[src/rtl/pipe_pkg.sv]
// Shared pipeline definitions: per-stage payload layouts and their widths,
// plus a small helper used by the stage register to report occupancy.
package pipe_pkg;

    typedef struct packed {
        logic [31:0] pc;
        logic [31:0] instr;
    } if_id_t;

    typedef struct packed {
        logic [31:0] pc;
        logic [31:0] rs1_val;
        logic [31:0] rs2_val;
        logic [31:0] imm;
        logic [4:0]  rd;
        logic [3:0]  alu_op;
        logic        alu_src;
        logic        mem_read;
        logic        mem_write;
        logic        reg_write;
        logic        mem_to_reg;
        logic        branch;
    } id_ex_t;

    typedef struct packed {
        logic [31:0] alu_result;
        logic [31:0] rs2_val;
        logic [4:0]  rd;
        logic        mem_read;
        logic        mem_write;
        logic        reg_write;
        logic        mem_to_reg;
    } ex_mem_t;

    typedef struct packed {
        logic [31:0] alu_result;
        logic [31:0] mem_data;
        logic [4:0]  rd;
        logic        reg_write;
        logic        mem_to_reg;
    } mem_wb_t;

    localparam int IF_ID_W  = $bits(if_id_t);
    localparam int ID_EX_W  = $bits(id_ex_t);
    localparam int EX_MEM_W = $bits(ex_mem_t);
    localparam int MEM_WB_W = $bits(mem_wb_t);

    typedef logic [1:0] occ_t;

    function automatic occ_t count_valid(input logic a, input logic b);
        return {1'b0, a} + {1'b0, b};
    endfunction

endpackage

[src/rtl/pipe_skid_entry.sv]
// One valid+data holding register with load, clear and optional
// zeroing of the payload whenever the entry is empty.
module pipe_skid_entry #(
    parameter int DATA_W      = 32,
    parameter bit ZERO_BUBBLE = 1'b1
) (
    input  logic              clk,
    input  logic              rst_n,
    input  logic              i_load,
    input  logic              i_clear,
    input  logic [DATA_W-1:0] i_data,
    output logic              o_valid,
    output logic [DATA_W-1:0] o_data
);

    logic              r_valid;
    logic [DATA_W-1:0] r_data;

    // NOTE: reset is sampled on the clock edge, and all state uses <= so
    // every entry sees pre-edge values of its neighbours.
    always_ff @(posedge clk) begin
        if (!rst_n) begin
            r_valid <= 1'b0;
            r_data  <= '0;
        end else if (i_clear) begin
            r_valid <= 1'b0;
            if (ZERO_BUBBLE) r_data <= '0;
        end else if (i_load) begin
            r_valid <= 1'b1;
            r_data  <= i_data;
        end
    end

    assign o_valid = r_valid;
    assign o_data  = r_data;

endmodule

[src/rtl/pipe_stage_reg.sv]
// Generic pipeline stage register with valid/ready handshake, flush and an
// optional skid entry so in_ready can come straight from a flop.
module pipe_stage_reg
    import pipe_pkg::*;
#(
    parameter int DATA_W      = 32,
    parameter bit SKID        = 1'b1,
    parameter bit ZERO_BUBBLE = 1'b1
) (
    input  logic              clk,
    input  logic              rst_n,
    input  logic              flush,
    input  logic              in_valid,
    output logic              in_ready,
    input  logic [DATA_W-1:0] in_data,
    output logic              out_valid,
    input  logic              out_ready,
    output logic [DATA_W-1:0] out_data,
    output logic [1:0]        occupancy
);

    logic              w_up;
    logic              w_down;
    logic              w_m_load;
    logic              w_m_clear;
    logic              w_s_load;
    logic              w_s_clear;
    logic [DATA_W-1:0] w_m_din;
    logic              w_s_valid;
    logic [DATA_W-1:0] w_s_data;

    assign w_up   = in_valid && in_ready;
    assign w_down = out_valid && out_ready;

    // NOTE: every output of this block gets a default first, so no path
    // through the if-chain can leave a latch behind.
    always_comb begin
        w_m_load  = 1'b0;
        w_m_clear = 1'b0;
        w_s_load  = 1'b0;
        w_s_clear = 1'b0;
        w_m_din   = in_data;
        if (flush) begin
            w_m_clear = 1'b1;
            w_s_clear = 1'b1;
        end else if (w_down && w_s_valid) begin
            // Skid refills main; upstream is blocked while skid is full.
            w_m_load  = 1'b1;
            w_m_din   = w_s_data;
            w_s_clear = 1'b1;
        end else if (w_up && (!out_valid || w_down)) begin
            w_m_load  = 1'b1;
        end else if (w_up) begin
            w_s_load  = 1'b1;
        end else if (w_down) begin
            w_m_clear = 1'b1;
        end
    end

    pipe_skid_entry #(
        .DATA_W      (DATA_W),
        .ZERO_BUBBLE (ZERO_BUBBLE)
    ) u_main (
        .clk     (clk),
        .rst_n   (rst_n),
        .i_load  (w_m_load),
        .i_clear (w_m_clear),
        .i_data  (w_m_din),
        .o_valid (out_valid),
        .o_data  (out_data)
    );

    generate
        if (SKID) begin : g_skid
            pipe_skid_entry #(
                .DATA_W      (DATA_W),
                .ZERO_BUBBLE (ZERO_BUBBLE)
            ) u_skid (
                .clk     (clk),
                .rst_n   (rst_n),
                .i_load  (w_s_load),
                .i_clear (w_s_clear),
                .i_data  (in_data),
                .o_valid (w_s_valid),
                .o_data  (w_s_data)
            );
            assign in_ready = !w_s_valid;
        end else begin : g_single
            assign w_s_valid = 1'b0;
            assign w_s_data  = '0;
            assign in_ready  = !out_valid || out_ready;
        end
    endgenerate

    assign occupancy = count_valid(out_valid, w_s_valid);

endmodule
[config.mk]
export PLATFORM = sky130hd
export DESIGN_NAME = pipe_stage_reg
export DESIGN_NICKNAME = d
export VERILOG_FILES = /design/src/rtl/pipe_pkg.sv /design/src/rtl/pipe_skid_entry.sv /design/src/rtl/pipe_stage_reg.sv
export SDC_FILE = /design/constraint.sdc
export NUM_CORES = 1
export LEC_CHECK = 0
export ABC_CLOCK_PERIOD_IN_PS = 1600
export BUFFER_PORTS_ARGS = -buffer_cell sky130_fd_sc_hd__buf_2
export CAP_MARGIN = 10
export CORE_MARGIN = 3
export CORE_UTILIZATION = 44
export CTS_BUF_LIST = sky130_fd_sc_hd__clkbuf_8 sky130_fd_sc_hd__clkbuf_16
export CTS_CLUSTER_DIAMETER = 100
export CTS_CLUSTER_SIZE = 14
export DETAILED_ROUTE_END_ITERATION = 6
export GPL_ROUTABILITY_DRIVEN = 1
export MAX_ROUTING_LAYER = met4
export PLACE_DENSITY = 0.73
export SLEW_MARGIN = 15
export SYNTH_ARGS = -nofsm -noshare
export SYNTH_HDL_FRONTEND = slang
export SYNTH_HIERARCHICAL = 1
export SYNTH_SLANG_ARGS = --single-unit
[constraint.sdc]
create_clock -name clk -period 1.6 [get_ports clk]
set_clock_uncertainty 0.1 [all_clocks]
set_input_delay 0.16 -clock clk [delete_from_list [all_inputs] [get_ports clk]]
set_output_delay 0.16 -clock clk [all_outputs]
set_load 0.005 [all_outputs]
Word level (Yosys, flattened, before mapping):

Cells that the tools add are included.

* bits in registers: 66
* input bits: 37
* output and inout port bits: 36

* add/sub/neg operators: 1
* multiplexer cells: 16
* bitwise logic cells: 1
* reductions and logical operators: 9

Operators with widths (count)
* 32-bit two-way mux: 2
* 1-bit two-way mux: 14
* 1-bit logical AND: 4
* 2-bit OR reduction: 2
* 1-bit by 1-bit adder with 2-bit output: 1
* 1-bit logical NOT: 2
* 1-bit logical OR: 1
* 1-bit NOT: 1

Depth between registers and ports, before layout:

* word-level depth: 7
* depth in mapped cells: 6
* gate-level depth less buffers: 4

By module:

Netlist, hierarchy kept.

By module, submodules not included
* pipe_skid_entry: times used 2, cells an instance 108, area each 1223.7 sq um, seq. area each 660.6 sq um
* pipe_stage_reg: times used 1, cells an instance 46, area each 596.8 sq um, seq. area each 0.0 sq um

Worst setup path before layout:

Ideal clock, no wire load.

* path type: register to register
* start: register u_main.r_valid, in the netlist u_main/o_valid
* end: register u_main.r_data[0], in the netlist u_main/o_data[0]
* setup time: 0.114 ns
* arrival time: 1.560 ns
* setup slack: -0.174 ns
* stages on the path, launching flop included: 7
* path buffers: 2
* clock period less this slack: 1.774 ns
* cell sequence: dfxtp_1 > inv_1 > a2111oi_0 > buf_6 > buf_12 > mux2i_1 > nor2_1

* elaborated cells on any way between the ends: 16
* classes of those cells: mux (10); reduce/logical (6)

RTL lines
* from (decl): RTL line pipe_skid_entry.sv:16 `logic r_valid;`
* from (signal assigned): RTL line pipe_skid_entry.sv:23 `r_valid <= 1'b0;`
* from (signal assigned): RTL line pipe_skid_entry.sv:26 `r_valid <= 1'b0;`
* from (signal assigned): RTL line pipe_skid_entry.sv:29 `r_valid <= 1'b1;`
* 1-bit logical NOT or 1-bit logical AND (tied branches): RTL line pipe_stage_reg.sv:51, pipe_stage_reg.sv:33
* 1-bit logical OR: RTL line pipe_stage_reg.sv:51 `end else if (w_up && (!out_valid || w_down)) begin`
* 1-bit logical AND: RTL line pipe_stage_reg.sv:51
* 1-bit two-way mux: RTL line pipe_stage_reg.sv:51
* 1-bit two-way mux *: RTL line pipe_stage_reg.sv:46 `end else if (w_down && w_s_valid) begin`
* 1-bit two-way mux *: RTL line pipe_stage_reg.sv:43 `if (flush) begin`
* via w_m_load: RTL line pipe_stage_reg.sv:24 `logic w_m_load;`
* to (signal assigned): RTL line pipe_skid_entry.sv:30 `r_data <= i_data;`
* to (decl): RTL line pipe_skid_entry.sv:17 `logic [DATA_W-1:0] r_data;`

Mark *: on every way through the listed nets, which the timed path passes. The rest lies on a longest branch.
A chain may end at the register's enable or synchronous reset.

Worst setup path in the final report:

* start: register u_main.r_valid, in the netlist u_main/o_valid
* end: register u_main.r_data[12], in the netlist u_main/o_data[12]

The elaborated chain is that of the path after synthesis.

==> metrics <==
Max-Cap Viols 0; Setup TNS -0.02829 ns; worst reg2reg path depth 6; Clk Latency, worst-skew pair 0.33 ns; sequential area share after synthesis a little over two fifths; total number of vias 2,234; ant diodes 0; H-tree Lvls 3; synthesized instance count ~260; Tcrit/Tclk final 101.8%; Distinct cells, synth 16; Yosys warnings 6; GR Overflow Total 0; WP data required 1.72 ns; largest net degree at the start of global routing 25; setup repair bufs after CTS 0; power density over the cells just over 800 nW/um^2; Max Fanout on Critical Path 7; CP cell instances inv_2 > a2111oi_4 > buf_6 > buf_12 > mux2i_2 > nor2_1; outcome finished, violations left; Hold Path Class in2reg; Final Hold Viols 0; GP Congestion 0.7935; GRT Resource Usage Total 18.36%; num rows 29; Hold Path Depth 4; worst slew pin tran around 0.33 ns; CTS Root Cell clkbuf_8; crit path launch type flip-flop; CP endpoint kind flip-flop; vias in the first global route around 2.3k; clock-pin slew on the worst setup and hold paths 0.07 ns; share of post-route cells with drive strength above 1 around 39%; CTS Buf Count 9; Slowest-stage cell, CP a2111oi_4; post-synthesis cell area 3044 sq um; post-route core utilization 61.55%; Buffers on Ports 72; Initial Util 46.61%; Core ar. 6531 sq um; fin crit period between 1.5 and 2 ns; total leakage power ~1.8 nW; Levels on crit path 6; die height between 80 and 90 um; cell taking the most area after synthesis dfxtp_1; vias per cell 4.888; Post-route DRC 0; Slew Viols, Final 0; worst hold margin 0.2126 ns; crit-path max cell delay ~0.40 ns; Layout area overhead 32.06%; setup slack at placement -0.03183 ns; crit path kind reg2reg; 1st-iter DRT viols 63; Routed Antenna Nets 0; syn avg cell area around 12 sq um; CTS Buffer Depth 2; RSZ-0062 raised after global routing yes; number of synthesized register bits 66; syn_nets 300; Total Power 3.270 mW; io pins 73; full die area 7952 sq um; Max Freq roughly 610 MHz; Slew HR 78.09%; drt wl/cell 14.44 um; first-pass GRT wire length 10.81 mm; main area contributors after synthesis dfxtp_1 43%, mux2i_1 21%, mux2_4 15%; initial antenna violation count 0; Filler cells 547; Buffers & Inverters on Critical Path 3; post-DP HPWL 4.346 mm; Peak VDD IR 0.0004882 V; top-area cell type share of the netlist area about 43%; CP top delay family compound AO/OA/AOI/OAI gates; die width 89.18 um; Total Routed Length 6.597 mm; clock sink total 66; Final Setup Violations 1; PnR worst setup slack -0.02829 ns; number of detailed-routing iterations run before antenna repair 4; fin nets between 400 and 500; CTS tree yes; failing checks negative setup slack; data arrival time of the critical path 1.75 ns
[stage by stage]
stage,area [sq um],std cells
2_1_floorplan,3053,262
3_3_place_gp,3480,408
3_5_place_dp,3480,408
4_1_cts,3974,456
5_1_grt,4020,457
6_report,4020,457
[cells in the final DEF, fill, tap and decap left out, types with 2 or more instances in the layout]
cell type and n:
a31o_2 2, buf_12 7, buf_2 72, buf_4 7, buf_6 2, clkbuf_8 10, clkinv_2 3, clkinvlp_4 2
dfxtp_1 64, dlygate4sd3_1 32, inv_1 2, mux2_2 2, mux2_4 30, mux2i_1 62, mux2i_2 2, nand2b_1 2
nor2_1 70
[registers in the layout (all words and copies together), names as in the netlist]
signal	count
u_main/o_data	32
u_main/o_valid	1
g_skid.u_skid/o_data	32
g_skid.u_skid/o_valid	1
[final cells by class]
| cell class | instances | area, sq um | area share [%] |
|---|---|---|---|
| timing repair buffer | 121 | 920.9 | 22.91 |
| clock inverter | 6 | 33.78 | 0.8403 |
| multi-input combinational | 175 | 1498 | 37.25 |
| sequential | 66 | 1326 | 32.99 |
| clock buffer | 10 | 137.6 | 3.424 |
| inverter | 2 | 7.507 | 0.1867 |
| tap | 77 | 96.34 | 2.397 |
[cells in the mapped netlist]
cell type   n
nand2b_1    2
buf_4       4
inv_1       2
and3_1      1
mux2_4     30
nor2_1     70
buf_6       9
buf_12      6
dfxtp_1    66
nand4b_4    1
a31o_2      2
ha_1        1
nor2b_1     1
a2111oi_0   1
mux2i_1    64
mux2_2      2
[worst register-to-register path, stage by stage, from the launching register on]
cell and delay [ns]:
dfxtp_2 0.36, inv_2 0.05, a2111oi_4 0.40, buf_6 0.19, buf_12 0.13, mux2i_2 0.20
nor2_1 0.08
[cell families (layout without fill, tap and decap cells)]
family | after synthesis | in the layout | share of synthesized area (%)
flops | 66 | 66 | 43.40
mux | 96 | 96 | 36.58
simple gates | 75 | 75 | 10.23
compound gates | 3 | 3 | 0.8633
buf+inv | 21 | 139 | 8.508
fa+ha+maj | 1 | 1 | 0.4109
[where the power goes]
group / leakage (nW) / switching [mW] / internal [mW]
logic: 1.16 / 0.150 / 0.233
clock network: 0.0892 / 0.625 / 0.590
registers: 0.534 / 0.0115 / 1.66
[routing by layer]
metal	up-vias	track usage (%)	routed length, um
li1	1113	-	-
met5	-	-	0
met3	9	4.424	283
met1	1063	20.74	2933
met2	49	30.94	3300
met4	0	7.713	79
[worst paths after layout]
check,startpoint,to,slack (ns)
worst max-delay path,u_main/o_valid$_SDFFE_PP0P_,u_main/o_data[12]$_SDFFE_PP0P_,-0.03
worst min-delay path,rst_n,g_skid.u_skid/o_data[3]$_SDFFE_PP0P_,0.21
worst max register to register,u_main/o_valid$_SDFFE_PP0P_,u_main/o_data[12]$_SDFFE_PP0P_,-0.03
worst min register to register,u_main/o_data[14]$_SDFFE_PP0P_,u_main/o_data[14]$_SDFFE_PP0P_,0.39
[what timing repair did]
action | CTS | global route
gates resized for setup | 1 | 7
hold endpoints to repair | 32 | 0
setup endpoints to repair | 30 | 64
cloned | 0 | 1
pin swaps | 1 | 3
hold buffers | 32 | 0
No activity file was read; power rests on OpenSTA's default activity.
